## src/rtl/dac_spi_pkg.sv

```systemverilog
// Shared types and helpers for the multi-channel DAC SPI transmitter.
package dac_spi_pkg;

  typedef enum logic [2:0] {
    StIdle,
    StSetup,
    StShiftLo,
    StShiftHi,
    StHold,
    StGap
  } dac_spi_state_t;

  // Counter width for a count of n, never narrower than one bit.
  function automatic int cnt_w(input int n);
    return (n > 2) ? $clog2(n) : 1;
  endfunction

endpackage

```

## src/rtl/spi_frame_tx.sv

```systemverilog
// Single-frame SPI shifter: CS low, MSB-first bits on mode-0 SCK, then a CS hold phase.
module spi_frame_tx
  import dac_spi_pkg::*;
#(
  parameter int WORD_BITS = 24,
  parameter int CLK_DIV   = 2
) (
  input  logic                 clock_in,
  input  logic                 reset,
  input  logic                 start,
  input  logic [WORD_BITS-1:0] word,
  output logic                 frame_done,
  output logic                 spi_cs_out,
  output logic                 spi_clock_out,
  output logic                 spi_data_out
);

  localparam int DW = cnt_w(CLK_DIV);
  localparam int BW = $clog2(WORD_BITS);
  localparam logic [DW-1:0] DivLast = DW'(CLK_DIV - 1);
  localparam logic [BW-1:0] BitLast = BW'(WORD_BITS - 1);

  dac_spi_state_t state_q, state_d;
  logic [DW-1:0]  div_q, div_d;
  logic [BW-1:0]  bit_q, bit_d;
  logic           cs_q, cs_d;
  logic           sck_q, sck_d;
  logic           mosi_q, mosi_d;
  logic           div_end;

  always_comb begin
    state_d    = state_q;
    div_d      = div_q;
    bit_d      = bit_q;
    frame_done = 1'b0;
    div_end    = (div_q == DivLast);
    if (state_q != StIdle && !div_end) begin
      div_d = div_q + 1'b1;
    end
    unique case (state_q)
      StIdle: begin
        if (start) begin
          state_d = StSetup;
          div_d   = '0;
          bit_d   = '0;
        end
      end
      StSetup: begin
        if (div_end) begin
          state_d = StShiftHi;
          div_d   = '0;
        end
      end
      StShiftHi: begin
        if (div_end) begin
          div_d = '0;
          if (bit_q == BitLast) begin
            state_d = StHold;
          end else begin
            state_d = StShiftLo;
            bit_d   = bit_q + 1'b1;
          end
        end
      end
      StShiftLo: begin
        if (div_end) begin
          state_d = StShiftHi;
          div_d   = '0;
        end
      end
      StHold: begin
        if (div_end) begin
          state_d    = StIdle;
          div_d      = '0;
          frame_done = 1'b1;
        end
      end
      default: state_d = StIdle;
    endcase

    // Pins are a registered decode of the current state, one cycle behind it.
    cs_d   = (state_q == StIdle);
    sck_d  = (state_q == StShiftHi);
    mosi_d = (state_q == StIdle) ? 1'b0 : word[BitLast - bit_q];
  end

  always_ff @(posedge clock_in or posedge reset) begin
    if (reset) begin
      state_q <= StIdle;
      div_q   <= '0;
      bit_q   <= '0;
      cs_q    <= 1'b1;
      sck_q   <= 1'b0;
      mosi_q  <= 1'b0;
    end else begin
      state_q <= state_d;
      div_q   <= div_d;
      bit_q   <= bit_d;
      cs_q    <= cs_d;
      sck_q   <= sck_d;
      mosi_q  <= mosi_d;
    end
  end

  assign spi_cs_out    = cs_q;
  assign spi_clock_out = sck_q;
  assign spi_data_out  = mosi_q;

endmodule

```

## src/rtl/dac_spi_multi.sv

```systemverilog
// Multi-channel DAC SPI sequencer: channel stepping, inter-frame gap, one-deep pending set.
module dac_spi_multi
  import dac_spi_pkg::*;
#(
  parameter int WORD_BITS = 24,
  parameter int CHANNELS  = 2,
  parameter int CLK_DIV   = 2,
  parameter int CS_GAP    = 2
) (
  input  logic                          clock_in,
  input  logic                          reset,
  input  logic [CHANNELS*WORD_BITS-1:0] data_in,
  input  logic                          send,
  output logic                          busy,
  output logic                          done,
  output logic                          spi_cs_out,
  output logic                          spi_clock_out,
  output logic                          spi_data_out
);

  localparam int CW    = cnt_w(CHANNELS);
  localparam int GW    = cnt_w(CS_GAP);
  localparam int DataW = CHANNELS * WORD_BITS;
  localparam logic [CW-1:0] ChLast  = CW'(CHANNELS - 1);
  localparam logic [GW-1:0] GapLast = GW'(CS_GAP - 1);

  if (WORD_BITS < 2 || CHANNELS < 1 || CLK_DIV < 1 || CS_GAP < 1) begin : gen_param_check
    $error("dac_spi_multi: illegal parameter set");
  end

  dac_spi_state_t       state_q, state_d;
  logic [CW-1:0]        ch_q, ch_d;
  logic [GW-1:0]        gap_q, gap_d;
  logic [DataW-1:0]     store_q, store_d;
  logic [DataW-1:0]     shadow_q, shadow_d;
  logic                 pending_q, pending_d;
  logic                 seq_end_q, seq_end_d;
  logic                 done_q, done_d;
  logic                 busy_q, busy_d;
  logic                 start, frame_done, gap_end, last_gap;
  logic [WORD_BITS-1:0] word;

  assign word = store_q[int'(ch_q) * WORD_BITS +: WORD_BITS];

  always_comb begin
    state_d   = state_q;
    ch_d      = ch_q;
    gap_d     = gap_q;
    store_d   = store_q;
    shadow_d  = shadow_q;
    pending_d = pending_q;
    seq_end_d = 1'b0;
    start     = 1'b0;
    gap_end   = (state_q == StGap) && (gap_q == GapLast);
    last_gap  = gap_end && (ch_q == ChLast);

    // A send on the closing gap cycle is consumed directly by the restart below.
    if (send && state_q != StIdle && !last_gap) begin
      shadow_d  = data_in;
      pending_d = 1'b1;
    end

    unique case (state_q)
      StIdle: begin
        if (send) begin
          store_d = data_in;
          ch_d    = '0;
          start   = 1'b1;
          state_d = StSetup;
        end
      end
      StSetup: begin
        if (frame_done) begin
          state_d = StGap;
          gap_d   = '0;
        end
      end
      StGap: begin
        if (!gap_end) begin
          gap_d = gap_q + 1'b1;
        end else if (ch_q != ChLast) begin
          ch_d    = ch_q + 1'b1;
          start   = 1'b1;
          state_d = StSetup;
        end else begin
          seq_end_d = 1'b1;
          if (send || pending_q) begin
            store_d   = send ? data_in : shadow_q;
            pending_d = 1'b0;
            ch_d      = '0;
            start     = 1'b1;
            state_d   = StSetup;
          end else begin
            state_d = StIdle;
          end
        end
      end
      default: state_d = StIdle;
    endcase

    // Two stages so done lines up after the last registered gap cycle on the pins.
    done_d = seq_end_q;
    busy_d = (state_q != StIdle);
  end

  always_ff @(posedge clock_in or posedge reset) begin
    if (reset) begin
      state_q   <= StIdle;
      ch_q      <= '0;
      gap_q     <= '0;
      store_q   <= '0;
      shadow_q  <= '0;
      pending_q <= 1'b0;
      seq_end_q <= 1'b0;
      done_q    <= 1'b0;
      busy_q    <= 1'b0;
    end else begin
      state_q   <= state_d;
      ch_q      <= ch_d;
      gap_q     <= gap_d;
      store_q   <= store_d;
      shadow_q  <= shadow_d;
      pending_q <= pending_d;
      seq_end_q <= seq_end_d;
      done_q    <= done_d;
      busy_q    <= busy_d;
    end
  end

  spi_frame_tx #(
    .WORD_BITS(WORD_BITS),
    .CLK_DIV  (CLK_DIV)
  ) u_frame (
    .clock_in     (clock_in),
    .reset        (reset),
    .start        (start),
    .word         (word),
    .frame_done   (frame_done),
    .spi_cs_out   (spi_cs_out),
    .spi_clock_out(spi_clock_out),
    .spi_data_out (spi_data_out)
  );

  assign busy = busy_q;
  assign done = done_q;

endmodule

```

## config.mk

```make
export PLATFORM = sky130hd
export DESIGN_NAME = dac_spi_multi
export DESIGN_NICKNAME = d
export VERILOG_FILES = /design/src/rtl/dac_spi_pkg.sv /design/src/rtl/spi_frame_tx.sv /design/src/rtl/dac_spi_multi.sv
export SDC_FILE = /design/constraint.sdc
export NUM_CORES = 1
export LEC_CHECK = 0
export ABC_AREA = 1
export BUFFER_PORTS_ARGS = -buffer_cell sky130_fd_sc_hd__buf_2
export CORE_ASPECT_RATIO = 0.6
export CORE_MARGIN = 3
export CORE_UTILIZATION = 31
export DETAILED_ROUTE_END_ITERATION = 16
export PLACE_DENSITY = 0.46
export SLEW_MARGIN = 20
export SYNTH_ARGS = -nofsm -noshare
export SYNTH_HDL_FRONTEND = slang
export SYNTH_HIERARCHICAL = 1
export SYNTH_SLANG_ARGS = --single-unit
```

## constraint.sdc

```tcl
create_clock -name clock_in -period 4 [get_ports clock_in]
set_input_delay 0.8 -clock clock_in [delete_from_list [all_inputs] [get_ports clock_in]]
set_output_delay 0.8 -clock clock_in [all_outputs]
set_load 0.03 [all_outputs]
```

---- After elaboration in Yosys (flattened, before gate mapping) ----
Cells that the tools add are included.
word-level totals
  register bits after elaboration ......... 117
  input port bits ......................... 51
  output and inout bits ................... 5
  word-level logic and storage cells ...... 116
cells by class
  add/subtract/negate cells ............... 5
  multiply operators ...................... 1
  order comparisons ....................... 1
  equal/unequal tests ..................... 18
  shift operators ......................... 1
  muxes and demuxes ....................... 52
  reduce and logical (&&, ||, !) cells .... 23
operator list
  operator                                               count
  2-to-1 mux 48 bit                                      5
  one-hot mux 48 bit (2 select lines)                    1
  indexed part select 48 x 7 -> 24 bit                   1
  2-to-1 mux 1 bit                                       27
  2-to-1 mux 3 bit                                       8
  2-to-1 mux 5 bit                                       3
  inequality test 2 bit, second input constant           7
  one-hot mux 3 bit (4 select lines)                     1
  one-hot mux 5 bit (2 select lines)                     1
  one-hot mux 3 bit (3 select lines)                     1
  AND reduction 3 bit                                    3
  inequality test 2 x 1 -> 1 bit, second input constant  4
  one-hot mux 1 bit (2 select lines)                     4
  AND reduction 4 bit                                    2
  equality test 3 x 1 -> 1 bit, second input constant    2
  equality test 3 x 2 -> 1 bit, second input constant    2
  equality test 3 bit, second input constant             2
  zero test 3 bit                                        2
  < comparator 5 x 6 -> 1 bit, second input constant     1
  nonzero test 2 bit                                     3
  nonzero test 3 bit                                     2
  adder 5 x 1 -> 5 bit, second input constant            1
  binary-select mux 1 bit (select 5 bit)                 1
  equality test 5 bit, second input constant             1
  9 further kinds                                        16

---- Depth between registers and ports, before layout ----
  depth after elaboration ................. 10
  mapped depth ............................ 13
  gate-level depth less buffers ........... 11

---- Hierarchy ----
Netlist, hierarchy kept.
by module, submodules not included
  module         instances  cells each  area each (um^2)  sequential area each (um^2)
  dac_spi_multi  1          700         5170.0            2602.5
  spi_frame_tx   1          141         917.1             301.5

---- Worst setup path after synthesis ----
No wires, ideal clock.
  path kind ............................... in2reg
  from .................................... input port send
  to ...................................... register u_frame.bit_q[4]
  setup time .............................. 116 ps
  arrival time ............................ 1652 ps
  data required time ...................... 3884 ps
  setup slack ............................. 2231 ps
  stages on the path ...................... 10
  path buffers ............................ 0
  cells stage by stage .................... nor2_1 > nand2_1 > nand3_1 > a21oi_1 > nor2_1 > inv_1 > o211ai_4 > inv_2 > nand2_1 > nand2_1
on the way
  longest elaborated chain between the ends .. 7
  elaborated cells between the ends (all ways) .. 8
  those cells by class .................... 1 x eq/ne; 5 x mux; 2 x reduce/logical
RTL lines
  what                                  line                 text
  from (decl)                           dac_spi_multi.sv:13  input logic send,
  logical OR 1 bit                      dac_spi_multi.sv:87  if (send || pending_q) begin
  2-to-1 mux 1 bit                      dac_spi_multi.sv:87
  2-to-1 mux 1 bit                      dac_spi_multi.sv:81  end else if (ch_q != ChLast) begin
  2-to-1 mux 1 bit                      dac_spi_multi.sv:79  if (!gap_end) begin
  one-hot mux 1 bit (2 select lines) *  dac_spi_multi.sv:63  unique case (state_q)
  net start                             dac_spi_multi.sv:40  logic start, frame_done, gap_end, last_gap;
  inequality test 2 bit (no line) *     --
  AND reduction 4 bit (no line) *       --
  to (signal assigned)                  spi_frame_tx.sv:98   bit_q <= bit_d;
  to (decl)                             spi_frame_tx.sv:25   logic [BW-1:0] bit_q, bit_d;
The timed path passes the listed nets; every way through them passes the cells marked *.
A chain may end at the register's enable or synchronous reset.

==> impl_metrics.tcl <==
set metrics [dict create \
    fin_nets 929 \
    setup_viol 0 \
    fmax_ghz 0.332 \
    wl_met1_mm 9.20 \
    hold_depth 0 \
    ir_drop_mv 0.354 \
    rrSetupSlack_ps 990 \
    layout_common_cells "nand2_1 (363), dfrtp_1 (115), nand3_1 (114), inv_1 (78), buf_2 (55)" \
    clk_latency_ps 420 \
    grt_util_all_layers_pct 16.0 \
    place_congestion 0.826 \
    cts_hold_buffers 0 \
    post-cts-setup-buffers 0 \
    path_clk_slew_ps 50 \
    drive_gt1_share_pct 13.0 \
    route.met2.wl_mm 6.12 \
    path_max_fanout 28 \
    io_pins 56 \
    yosysTopAreaCell "dfrtp_1" \
    core_area_sq_um 19100 \
    clockBufferDepth 2 \
    via_per_inst 4.42 \
    core.rowCount 39 \
    io_buffer_count 55 \
    drc 0 \
    layout_commonest_cell "nand2_1" \
    syn_inst 841 \
    syn_area_per_cell_sq_um 7.24 \
    cts_htree_levels 4 \
    antenna_found_initial 0 \
    cts_sinks 116 \
    grt_start_max_net_pins 97 \
    rr_endpoint "store_q[15]$_DFFE_PP0P_" \
    wl_mm 16.1 \
    met3_length_microns 652 \
    critPathLaunchType "register" \
    worstReg2RegStart "state_q[0]$_DFFE_PP0P_" \
    initial_core_util_pct 31.8 \
    cts_resized 0 \
    rsz0062_at_grt "false" \
    vias 5095 \
    r2r_cells 8 \
    hold_viol 0 \
    grt_pass1_vias 4887 \
    stdcell_count 1152 \
    dieArea_sq_um 21400 \
    arrival_ps 3310 \
    slew_headroom_pct 36.9 \
    tns_ps 0 \
    power_leakage_nw 3.88 \
    crit_chain "ha_2 > buf_4 > nand2_1 > buf_4 > nand2_1 > nand2_1 > nand3_1 > nand2_1" \
    synthTopCellsByArea "dfrtp_1 (47%), nand2_1 (22%), nand3_1 (9.4%), inv_1 (4.9%), o21ai_0 (2.4%)" \
    dr.pass1.iters 6 \
    fp.dieH_microns 115 \
    worst_hold_path_type "reg2reg" \
    cts_buffers 17 \
    cpPeakStageDelay_ps 610 \
    synth_area_sq_um 6090 \
    top_layer_used "met4" \
    cp-end-kind "register" \
    area_growth_syn_to_layout_pct 17.7 \
    worst_pin_slew_ps 946 \
    synth_cell_types 28 \
    grt_remaining_overflow 0 \
    dpl.hpwl_mm 10.9 \
    hold_end "done$_DFF_PP0_" \
    yosysWarnings 6 \
    status "complete, no violations" \
    place_inst 1119 \
    yosysTopAreaCellShare_pct 47.3 \
    required_ps 4300 \
    hp-start "done_d$_DFF_PP0_" \
    root_buffer "clkbuf_16" \
    wl_per_cell_microns 13.9 \
    critPathKind "reg2reg" \
    grt_pass1_wl_mm 27.1 \
    crit_top_cell "nand2_1" \
    drtIter0Drc 360 \
    ys_ff_latch 116 \
    cp_slowest_cell "ha_2" \
    p_per_area_nw_per_um2 758 \
    antenna_left 0 \
    die_x_microns 187 \
    finalClockSkew_ps 9.02 \
    n_antenna_cell 0 \
    finalCritPeriodShare_pct 75.3 \
    synth_fp_nets 897 \
    period_needed_ps 3010 \
    finalMaxSlewViolations 0 \
    ys_seq_area_share_pct 47.7 \
    drv_cap 0 \
    cts_tree "built" \
]
==> flip-flops by register name, indices dropped and copies added, names as in the netlist <==
register,count
shadow_q,48
store_q,48
u_frame/bit_q,5
u_frame/state_q,3
state_q,2
busy,1
ch_q,1
done,1
done_d,1
gap_q,1
pending_q,1
u_frame/div_end,1
u_frame/spi_clock_out,1
u_frame/spi_cs_out,1
u_frame/spi_data_out,1
==> worst max-delay path: cells and delay by family (launching register included) <==
| kind | cells | cell delay, ps |
|---|---|---|
| buffers and inverters | 2 | 930 |
| AND/OR/NAND/NOR | 5 | 910 |
| adder cells (fa/ha/maj) | 1 | 610 |
| flip-flops | 1 | 430 |
==> worst max-delay path by stage <==
stage,start,end
after floorplan,reset,busy$_DFF_PP0_
after global placement,send,ch_q$_DFFE_PP0P_
after detailed placement,send,ch_q$_DFFE_PP0P_
after CTS,state_q[0]$_DFFE_PP0P_,ch_q$_DFFE_PP0P_
after global routing,state_q[0]$_DFFE_PP0P_,store_q[15]$_DFFE_PP0P_
final,state_q[0]$_DFFE_PP0P_,store_q[15]$_DFFE_PP0P_
==> layout make-up <==
class / count / area (sq um)
Timing Repair Buffer: 63 / 368
Inverter: 86 / 330
Clock buffer: 20 / 457
Sequential cell: 116 / 2900
Tap cell: 266 / 333
Fill cell: 2087 / 12000
Multi-Input combinational cell: 589 / 2590
Clock inverter: 12 / 179
==> power breakdown <==
group	switching, mW	internal (mW)	total, mW
Combinational	1.15	0.595	1.74
Clock	0.569	1.08	1.64
Sequential	0.340	1.70	2.04
==> kinds of logic (layout without fill, tap and decap cells) <==
family,count (synthesis),in the layout,share of synthesized area [%]
xor gates and xnor gates,2,2,0.288
DFF,116,116,47.7
buffers and inverters,136,181,9.99
and+or+nand+nor,510,510,34.5
adders and majority gates,5,5,1.03
AOI/OAI and AO/OA,72,72,6.52
==> Yosys cell counts <==
| cell | count |
|---|---|
| nand2_1 | 363 |
| dfrtp_1 | 115 |
| nand3_1 | 114 |
| inv_1 | 79 |
| o21ai_0 | 29 |
| o21ai_1 | 29 |
| nor2_1 | 24 |
| clkbuf_1 | 21 |
| buf_2 | 14 |
| buf_4 | 10 |
| a21oi_1 | 6 |
| buf_6 | 5 |
| ha_1 | 5 |
| inv_2 | 5 |
| nand2_2 | 4 |
| o211ai_1 | 3 |
| o21ai_2 | 3 |
| inv_4 | 2 |
| and2_1 | 1 |
| dfstp_2 | 1 |
| nand2_4 | 1 |
| nor2_4 | 1 |
| nor3_1 | 1 |
| nor3_4 | 1 |
| o211ai_4 | 1 |
| o22ai_1 | 1 |
| xnor2_1 | 1 |
| xor2_1 | 1 |
==> routing by layer <==
metal / vias to the layer above / track usage, %
met5: - / 0
met4: 0 / 3.67
met3: 6 / 4.25
met2: 93 / 21.1
met1: 2315 / 25.4
li1: 2681 / -
==> through the flow <==
stage | power [mW] | utilization, % | setup WS, ps | instance area, sq um | hold slack [ps]
4_1_cts | 5.47 | 37.3 | 669 | 7140 | 368
3_5_place_dp | 3.79 | 34.0 | 429 | 6500 | 356
5_1_grt | 5.92 | 37.4 | 683 | 7160 | 389
6_report | 5.43 | 37.4 | 987 | 7160 | 367
2_1_floorplan | 3.35 | - | 468 | 6090 | 331
3_3_place_gp | 3.80 | 34.0 | 486 | 6500 | 357
(Power assumes the default switching activity.)
